<file path="config.mk">
export PLATFORM = sky130hd
export DESIGN_NAME = iso_stream_mux_flat
export DESIGN_NICKNAME = d
export VERILOG_FILES = /design/src/rtl/iso_stream_mux_if.sv /design/src/rtl/iso_stream_mux.sv /design/src/flat_wrapper.sv
export SDC_FILE = /design/constraint.sdc
export NUM_CORES = 1
export LEC_CHECK = 0
export ABC_AREA = 1
export CORE_AREA = 2 2 96 98
export CTS_CLUSTER_DIAMETER = 50
export DETAILED_ROUTE_END_ITERATION = 8
export DIE_AREA = 0 0 98 100
export PLACE_DENSITY_LB_ADDON = 0.3
export SETUP_SLACK_MARGIN = 0.5
export SLEW_MARGIN = 10
export SYNTH_ARGS = -nofsm -noshare
export SYNTH_HDL_FRONTEND = slang
export SYNTH_SLANG_ARGS = --single-unit
</file>
<file path="constraint.sdc">
create_clock -name clk -period 1.38 [get_ports clk]
set_input_delay 0.276 -clock clk [delete_from_list [all_inputs] [get_ports clk]]
set_output_delay 0.276 -clock clk [all_outputs]
set_load 0.02 [all_outputs]
</file>
<file path="src/rtl/iso_stream_mux_if.sv">
// rtl/iso_stream_mux_if.sv - source/select inputs and selected-stream outputs of iso_stream_mux
interface iso_stream_mux_if #(
    parameter int LANES   = 4,
    parameter int SYM_W   = 8,
    parameter int NUM_SRC = 3,
    parameter int SEL_W   = (NUM_SRC > 1) ? $clog2(NUM_SRC) : 1
);
    logic [NUM_SRC*LANES*SYM_W-1:0] src_symbols;
    logic [NUM_SRC*LANES-1:0]       src_ctrl_flags;
    logic [SEL_W-1:0]               sel;
    logic                           sel_valid;
    logic                           err_clr;
    logic                           cnt_clr;
    logic [LANES*SYM_W-1:0]         out_symbols;
    logic [LANES-1:0]               out_ctrl_flags;
    logic [SEL_W-1:0]               out_src;
    logic                           sw_pulse;
    logic                           sel_err;
    logic [15:0]                    switch_cnt;

    modport master (
        output src_symbols, src_ctrl_flags, sel, sel_valid, err_clr, cnt_clr,
        input  out_symbols, out_ctrl_flags, out_src, sw_pulse, sel_err, switch_cnt
    );

    modport slave (
        input  src_symbols, src_ctrl_flags, sel, sel_valid, err_clr, cnt_clr,
        output out_symbols, out_ctrl_flags, out_src, sw_pulse, sel_err, switch_cnt
    );
endinterface

</file>
<file path="src/rtl/iso_stream_mux.sv">
// rtl/iso_stream_mux.sv - pipelined multi-lane source selector with switch reporting
module iso_stream_mux #(
    parameter int LANES   = 4,
    parameter int SYM_W   = 8,
    parameter int NUM_SRC = 3,
    parameter int DEF_SRC = 0,
    parameter int PIPE    = 1,
    parameter int SEL_W   = (NUM_SRC > 1) ? $clog2(NUM_SRC) : 1
) (
    input  logic            clk,
    input  logic            rst_n,
    iso_stream_mux_if.slave io_bus
);
    localparam int              DW      = LANES * SYM_W;
    localparam logic [SEL_W-1:0] DEF_SEL = SEL_W'(DEF_SRC);

    logic [SEL_W-1:0] r_act_sel;
    logic [SEL_W-1:0] w_eff_sel;
    logic [SEL_W-1:0] w_last_tag_in;
    logic [DW-1:0]    w_sym;
    logic [LANES-1:0] w_flg;

    logic [DW-1:0]    r_sym [PIPE];
    logic [LANES-1:0] r_flg [PIPE];
    logic [SEL_W-1:0] r_tag [PIPE];
    logic             r_sw_pulse;
    logic             r_sel_err;
    logic [15:0]      r_switch_cnt;

    // A new select takes effect on the data sampled in the same cycle.
    always_comb begin
        w_eff_sel = r_act_sel;
        if (io_bus.sel_valid) begin
            w_eff_sel = (int'(io_bus.sel) < NUM_SRC) ? io_bus.sel : DEF_SEL;
        end
        w_sym = io_bus.src_symbols[DEF_SRC*DW +: DW];
        w_flg = io_bus.src_ctrl_flags[DEF_SRC*LANES +: LANES];
        for (int k = 0; k < NUM_SRC; k++) begin
            if (w_eff_sel == SEL_W'(k)) begin
                w_sym = io_bus.src_symbols[k*DW +: DW];
                w_flg = io_bus.src_ctrl_flags[k*LANES +: LANES];
            end
        end
    end

    generate
        if (PIPE == 1) begin : g_tag_single
            assign w_last_tag_in = w_eff_sel;
        end else begin : g_tag_multi
            assign w_last_tag_in = r_tag[PIPE-2];
        end
    endgenerate

    always_ff @(posedge clk or negedge rst_n) begin
        if (!rst_n) begin
            r_act_sel <= DEF_SEL;
            for (int i = 0; i < PIPE; i++) begin
                r_sym[i] <= '0;
                r_flg[i] <= '0;
                r_tag[i] <= DEF_SEL;
            end
        end else begin
            if (io_bus.sel_valid) begin
                r_act_sel <= w_eff_sel;
            end
            r_sym[0] <= w_sym;
            r_flg[0] <= w_flg;
            r_tag[0] <= w_eff_sel;
            for (int i = 1; i < PIPE; i++) begin
                r_sym[i] <= r_sym[i-1];
                r_flg[i] <= r_flg[i-1];
                r_tag[i] <= r_tag[i-1];
            end
        end
    end

    // Switch pulse, sticky error and saturating switch counter.
    always_ff @(posedge clk or negedge rst_n) begin
        if (!rst_n) begin
            r_sw_pulse   <= 1'b0;
            r_sel_err    <= 1'b0;
            r_switch_cnt <= '0;
        end else begin
            r_sw_pulse <= (w_last_tag_in != r_tag[PIPE-1]);
            if (io_bus.sel_valid && (int'(io_bus.sel) >= NUM_SRC)) begin
                r_sel_err <= 1'b1;
            end else if (io_bus.err_clr) begin
                r_sel_err <= 1'b0;
            end
            if (io_bus.cnt_clr) begin
                r_switch_cnt <= '0;
            end else if (r_sw_pulse && (r_switch_cnt != 16'hFFFF)) begin
                r_switch_cnt <= r_switch_cnt + 16'd1;
            end
        end
    end

    assign io_bus.out_symbols    = r_sym[PIPE-1];
    assign io_bus.out_ctrl_flags = r_flg[PIPE-1];
    assign io_bus.out_src        = r_tag[PIPE-1];
    assign io_bus.sw_pulse       = r_sw_pulse;
    assign io_bus.sel_err        = r_sel_err;
    assign io_bus.switch_cnt     = r_switch_cnt;
endmodule

</file>
<file path="src/flat_wrapper.sv">
// flat-port wrapper written by rule: the top's interface ports become plain ports
module iso_stream_mux_flat 
#(
    parameter int LANES   = 4,
    parameter int SYM_W   = 8,
    parameter int NUM_SRC = 3,
    parameter int DEF_SRC = 0,
    parameter int PIPE    = 1,
    parameter int SEL_W   = (NUM_SRC > 1) ? $clog2(NUM_SRC) : 1
)
  (clk, rst_n, io_bus_src_symbols, io_bus_src_ctrl_flags, io_bus_sel, io_bus_sel_valid, io_bus_err_clr, io_bus_cnt_clr, io_bus_out_symbols, io_bus_out_ctrl_flags, io_bus_out_src, io_bus_sw_pulse, io_bus_sel_err, io_bus_switch_cnt);
  iso_stream_mux_if #(.LANES(LANES), .SYM_W(SYM_W), .NUM_SRC(NUM_SRC), .SEL_W(SEL_W)) io_bus_i ();
  input  logic clk;
  input  logic rst_n;
  input wire logic [$bits(io_bus_i.src_symbols)-1:0] io_bus_src_symbols;
  input wire logic [$bits(io_bus_i.src_ctrl_flags)-1:0] io_bus_src_ctrl_flags;
  input wire logic [$bits(io_bus_i.sel)-1:0] io_bus_sel;
  input wire logic [$bits(io_bus_i.sel_valid)-1:0] io_bus_sel_valid;
  input wire logic [$bits(io_bus_i.err_clr)-1:0] io_bus_err_clr;
  input wire logic [$bits(io_bus_i.cnt_clr)-1:0] io_bus_cnt_clr;
  output wire logic [$bits(io_bus_i.out_symbols)-1:0] io_bus_out_symbols;
  output wire logic [$bits(io_bus_i.out_ctrl_flags)-1:0] io_bus_out_ctrl_flags;
  output wire logic [$bits(io_bus_i.out_src)-1:0] io_bus_out_src;
  output wire logic [$bits(io_bus_i.sw_pulse)-1:0] io_bus_sw_pulse;
  output wire logic [$bits(io_bus_i.sel_err)-1:0] io_bus_sel_err;
  output wire logic [$bits(io_bus_i.switch_cnt)-1:0] io_bus_switch_cnt;
  assign io_bus_i.src_symbols = io_bus_src_symbols;
  assign io_bus_i.src_ctrl_flags = io_bus_src_ctrl_flags;
  assign io_bus_i.sel = io_bus_sel;
  assign io_bus_i.sel_valid = io_bus_sel_valid;
  assign io_bus_i.err_clr = io_bus_err_clr;
  assign io_bus_i.cnt_clr = io_bus_cnt_clr;
  assign io_bus_out_symbols = io_bus_i.out_symbols;
  assign io_bus_out_ctrl_flags = io_bus_i.out_ctrl_flags;
  assign io_bus_out_src = io_bus_i.out_src;
  assign io_bus_sw_pulse = io_bus_i.sw_pulse;
  assign io_bus_sel_err = io_bus_i.sel_err;
  assign io_bus_switch_cnt = io_bus_i.switch_cnt;
  iso_stream_mux #(.LANES(LANES), .SYM_W(SYM_W), .NUM_SRC(NUM_SRC), .DEF_SRC(DEF_SRC), .PIPE(PIPE), .SEL_W(SEL_W)) u_core (.clk(clk), .rst_n(rst_n), .io_bus(io_bus_i));
endmodule
</file>
Word-level counts from Yosys, hierarchy flattened
Cells that the tools add are included.
{"block": "word_totals", "register_bits": 58, "input_bits": 115, "output_inout_bits": 56, "word_cells": 28}
{"block": "op_classes", "order_cmp": 2, "n_mux": 10, "n_eq_ne": 4, "reduce_logical": 4, "add_sub_neg": 1}
{"operator": "$mux W32", "n": 2}
{"operator": "$mux W16", "n": 2}
{"operator": "$add A16 B1 Y16 const B", "n": 1}
{"operator": "$ne A16 B16 Y1 const B", "n": 1}
{"operator": "$mux W4", "n": 2}
{"operator": "$mux W2", "n": 2}
{"operator": "$reduce_bool A2 Y1", "n": 2}
{"operator": "$eq A2 B1 Y1 const B", "n": 1}
{"operator": "$eq A2 B2 Y1 const B", "n": 1}
{"operator": "$ge A2 B2 Y1 const B", "n": 1}
{"operator": "$logic_and A1 B1 Y1", "n": 2}
{"operator": "$lt A2 B2 Y1 const B", "n": 1}
{"operator": "$mux W1", "n": 2}
{"operator": "$ne A2 B2 Y1", "n": 1}

Longest topological paths before layout
{"block": "logic_depth", "word_depth": 6, "mapped_depth": 9, "depth_no_buf": 9}

Least setup slack after synthesis
OpenSTA, ideal clock, no wires.
{"block": "synth_timing", "kind": "register to register", "startpoint": "reg u_core.r_switch_cnt[1] (netlist: u_core.io_bus.switch_cnt[1])", "endpoint": "reg u_core.r_switch_cnt[10] (netlist: u_core.io_bus.switch_cnt[10])", "path_stages_with_launch": 9, "setup_time_ps": 118, "required_ps": 1262, "n_path_buf": 0, "path_slack_ps": -158, "arrival_time_ps": 1421, "period_less_slack_ps": 1538, "path_cell_list": "dfrtp_1 ha_1 nand2_1 nor2_4 nand2_4 o21ai_2 nand2_2 nand2_1 nand2_1"}
{"block": "synth_between", "elab_chain_cells": 3, "word_cells_on_any_way": 6, "cone_classes": "add/sub: 1; eq/ne: 1; mux: 2; reduce/logical: 2"}
{"item": "from (decl)", "line": "iso_stream_mux.sv:28", "text": "logic [15:0] r_switch_cnt;"}
{"item": "from (signal assigned)", "line": "iso_stream_mux.sv:93", "text": "r_switch_cnt <= r_switch_cnt + 16'd1;"}
{"item": "$add A16 B1 Y16 or $ne A16 B16 Y1 (tied branches)", "line": "iso_stream_mux.sv:93, iso_stream_mux.sv:92"}
{"item": "$mux W16 or $logic_and A1 B1 Y1 (tied branches)", "line": "iso_stream_mux.sv:92", "text": "end else if (r_sw_pulse && (r_switch_cnt != 16'hFFFF)) begin"}
{"item": "$mux W16 or $reduce_bool A2 Y1 (tied branches)"}
Several ways; a longest one is shown, not always the timed one. The select of a mux whose other input is x is not followed.
A chain may end at the register's enable or synchronous reset.

Worst setup path in the final report
{"block": "layout_timing", "startpoint": "reg u_core.r_switch_cnt[0] (netlist: u_core.io_bus.switch_cnt[0])", "endpoint": "reg u_core.r_switch_cnt[2] (netlist: u_core.io_bus.switch_cnt[2])"}
The elaborated chain is that of the path after synthesis.

==> results.sh <==
export IMPL_outcome="finished, violations left"
export IMPL_violations="negative setup slack"
export IMPL_grt_start_max_net_pins=59
export IMPL_synth_compound_area_share_pct=1.79
export IMPL_yosys_cell_types_count=26
export IMPL_endpoint_kind="flip-flop"
export IMPL_worstPathMaxFanout=5
export IMPL_slew_viol_final=0
export IMPL_coreArea_um2=8890
export IMPL_synthXorXnorAreaFrac_pct=1.46
export IMPL_worst_ep_required_time_ns=1.67
export IMPL_worstSetupPathType="flip-flop to flip-flop"
export IMPL_gr_total_overflow=0
export IMPL_routed_wl_um=15700
export IMPL_numPortBuffers=170
export IMPL_vias=4032
export IMPL_final_cell_area_um2=7170
export IMPL_synth_top_area_share_pct=48.3
export IMPL_grt_pass1_wl_um=22200
export IMPL_area_growth_pct=139
export IMPL_track_usage_pct=29.6
export IMPL_timing_max_cap_violations=0
export IMPL_worst_setup_path_start_kind="flip-flop"
export IMPL_vdd_drop_max_mv=0.503
export IMPL_critPathMaxStageDelay_ns=0.40
export IMPL_hold_violations=0
export IMPL_synth_area_leaders="dfrtp_1 (48%), nand3_1 (21%), nand2_1 (13%)"
export IMPL_drc_errors=0
export IMPL_min_period_ns=1.47
export IMPL_rsz0062_at_grt="true"
export IMPL_die_x_um=98
export IMPL_cts_tree="built"
export IMPL_avgViaCountPerCell=5.31
export IMPL_synthSimpleGateAreaFrac_pct=42.1
export IMPL_grt_pass1_vias=4229
export IMPL_layout_drive_gt1_share_pct=50.2
export IMPL_post_place_cells=691
export IMPL_cts_clk_slew_worst_paths_ns=0.07
export IMPL_fin_crit_sh_pct=107
export IMPL_clockRootBuffer="clkbuf_8"
export IMPL_hold_class="input port to flip-flop"
export IMPL_synth_fp_nets=501
export IMPL_postLayoutCoreUtil_pct=80.6
export IMPL_final_setup_worst_slack_ns=-0.0923
export IMPL_gp_congestion=0.863
export IMPL_clkLatencyLatePin_ns=0.36
export IMPL_ant_nets=0
export IMPL_p_leak_uw=0.00350
export IMPL_layout_commonest_cell="clkdlybuf4s50_1"
export IMPL_synth_top_family_by_area="simple AND/OR/NAND/NOR gates"
export IMPL_antenna_found_initial=0
export IMPL_fin_skew_ns=0.0235
export IMPL_layout_common_cells="clkdlybuf4s50_1 (110), nand3_2 (79), buf_6 (74), nand2_1 (54), dfrtp_1 (52)"
export IMPL_synthMuxAreaShare_pct=0
export IMPL_ioPinCount=171
export IMPL_dp_hpwl_um=7890
export IMPL_die_y_um=100
export IMPL_cp_arrival_ns=1.76
export IMPL_setup_viol=17
export IMPL_wl_per_cell_um=20.6
export IMPL_synth_seq_area_share_pct=48.3
export IMPL_worstPathCellList="ha_4, nand2_4, nor2_4, nand2_4, nor2_4, nor2_4, buf_12, nor2_8, nand2_1, nand2_1"
export IMPL_fmax_mhz=679
export IMPL_synth_fa_ha_area_share_pct=0.417
export IMPL_die_area_um2=9800
export IMPL_instances_no_fill=759
export IMPL_cts_htree_levels=3
export IMPL_syn_avg_cell_area_um2=7.80
export IMPL_crit_slowest_cell="dfrtp_2"
export IMPL_cts_buffers=9
export IMPL_placed_cell_area_um2=5360
export IMPL_synth_seq_cells=58
export IMPL_nNetsFinal=759
export IMPL_tightest_slew_ns=0.339
export IMPL_dr_pass1_iters=4
export IMPL_cts_buffer_depth=2
export IMPL_yosysWarnings=0
export IMPL_crit_top_cell="nor2_4"
export IMPL_syn_area_um2=3000
export IMPL_cts_sinks=58
export IMPL_slew_headroom_pct=77.4
export IMPL_drt_iter0_drc=131
export IMPL_initial_core_util_pct=33.8
export IMPL_diodes=0
export IMPL_rows=35
export IMPL_synth_cells=385
export IMPL_p_per_area_nw_per_um2=864
export IMPL_yosys_area_top_type="dfrtp_1"
[power by group]
part / internal, µW / switching [µW] / leakage [µW]
clock: 878 / 765 / 0.0000953
combinational: 1290 / 1260 / 0.00269
sequential: 1880 / 118 / 0.000717
total: 4050 / 2140 / 0.00350
[cells in the mapped netlist, drive strengths merged]
| cell type | number |
|---|---|
| nand4 | 3 |
| inv | 21 |
| nor3 | 1 |
| buf | 16 |
| xor2 | 3 |
| ha | 1 |
| xnor2 | 2 |
| nand3b | 1 |
| clkinv | 2 |
| dfrtp | 58 |
| nand2 | 107 |
| nand3 | 128 |
| a21oi | 4 |
| or2 | 1 |
| o21ai | 6 |
| clkbuf | 1 |
| nor2 | 30 |
[sequential cells by signal, summed over array words and instances (netlist names)]
name / flops
u_core.io_bus.out_src: 2
u_core.io_bus.sel_err: 1
u_core.r_act_sel: 2
u_core.io_bus.out_symbols: 32
u_core.io_bus.sw_pulse: 1
u_core.io_bus.switch_cnt: 16
u_core.io_bus.out_ctrl_flags: 4
[layout make-up]
cell class                 count  area (µm²)
clock buffer                  11         141
clock inverter                 5        55.1
fill                         495        1720
inverter                      23         123
multi-input combinational    293        2340
sequential                    58        1460
tap                          111         139
timing repair buffer         251        2770
timing repair inverter         7         135
[kinds of logic (layout without fill, tap and decap cells)]
kind of cell,count (synthesis),count (layout)
compound gates,10,10
fa+ha+maj,1,1
flops,58,58
buf+inv,40,297
xor+xnor,5,5
simple gates,271,277
[worst paths after layout]
path | startpoint | to | slack, ns | depth (start not counted)
setup reg to reg | u_core.io_bus.switch_cnt[0] | u_core.io_bus.switch_cnt[2] | -0.09 | 10
setup / recovery | u_core.io_bus.switch_cnt[0] | u_core.io_bus.switch_cnt[2] | -0.09 | 10
hold / removal | io_bus_sel[0] | u_core.io_bus.sel_err | 0.25 | 3
min in group asynchronous | rst_n | u_core.io_bus.switch_cnt[4] | 0.46 | 3
hold reg to reg | u_core.io_bus.sel_err | u_core.io_bus.sel_err | 0.55 | 2
max in group asynchronous | rst_n | u_core.io_bus.switch_cnt[5] | 0.61 | 3
[per-layer routing]
layer	global-route usage [%]	up-vias	share of wire (%)	routed length, µm
met5	0	-	0	0
met4	11.5	0	3.8	601
met3	8.01	50	7.1	1100
met2	52.6	202	52	8200
met1	33.9	1968	37	5750
li1	-	1812	-	-
[worst max-delay path, delay by kind of cell, from the launching register on]
| family | cells | cell delay (ns) |
|---|---|---|
| simple gates | 8 | 0.73 |
| fa+ha+maj | 1 | 0.15 |
| buf+inv | 1 | 0.13 |
| flops | 1 | 0.40 |
[per-stage QoR]
step / setup WS, ns / total power, µW / TNS, ns / hold slack, ns
after global routing: -0.197 / 6400 / -2.34 / 0.272
after CTS: -0.0666 / 5940 / -0.604 / 0.369
after global placement: -0.388 / 3670 / -14.28 / 0.309
after floorplan: -0.0475 / 2750 / -0.409 / -0.0196
after detailed placement: -0.440 / 3700 / -15.89 / 0.311
final: -0.0923 / 6190 / -0.862 / 0.251
[timing repair]
item,in CTS,in global routing
hold buffers,1,0
setup buffers,24,9
resized for setup,509,47
cloned,17,1
hold endpoints to repair,58,0
setup endpoints to repair,112,113
pin swaps,78,43
Note: power is estimated with default switching activity, not from simulation.
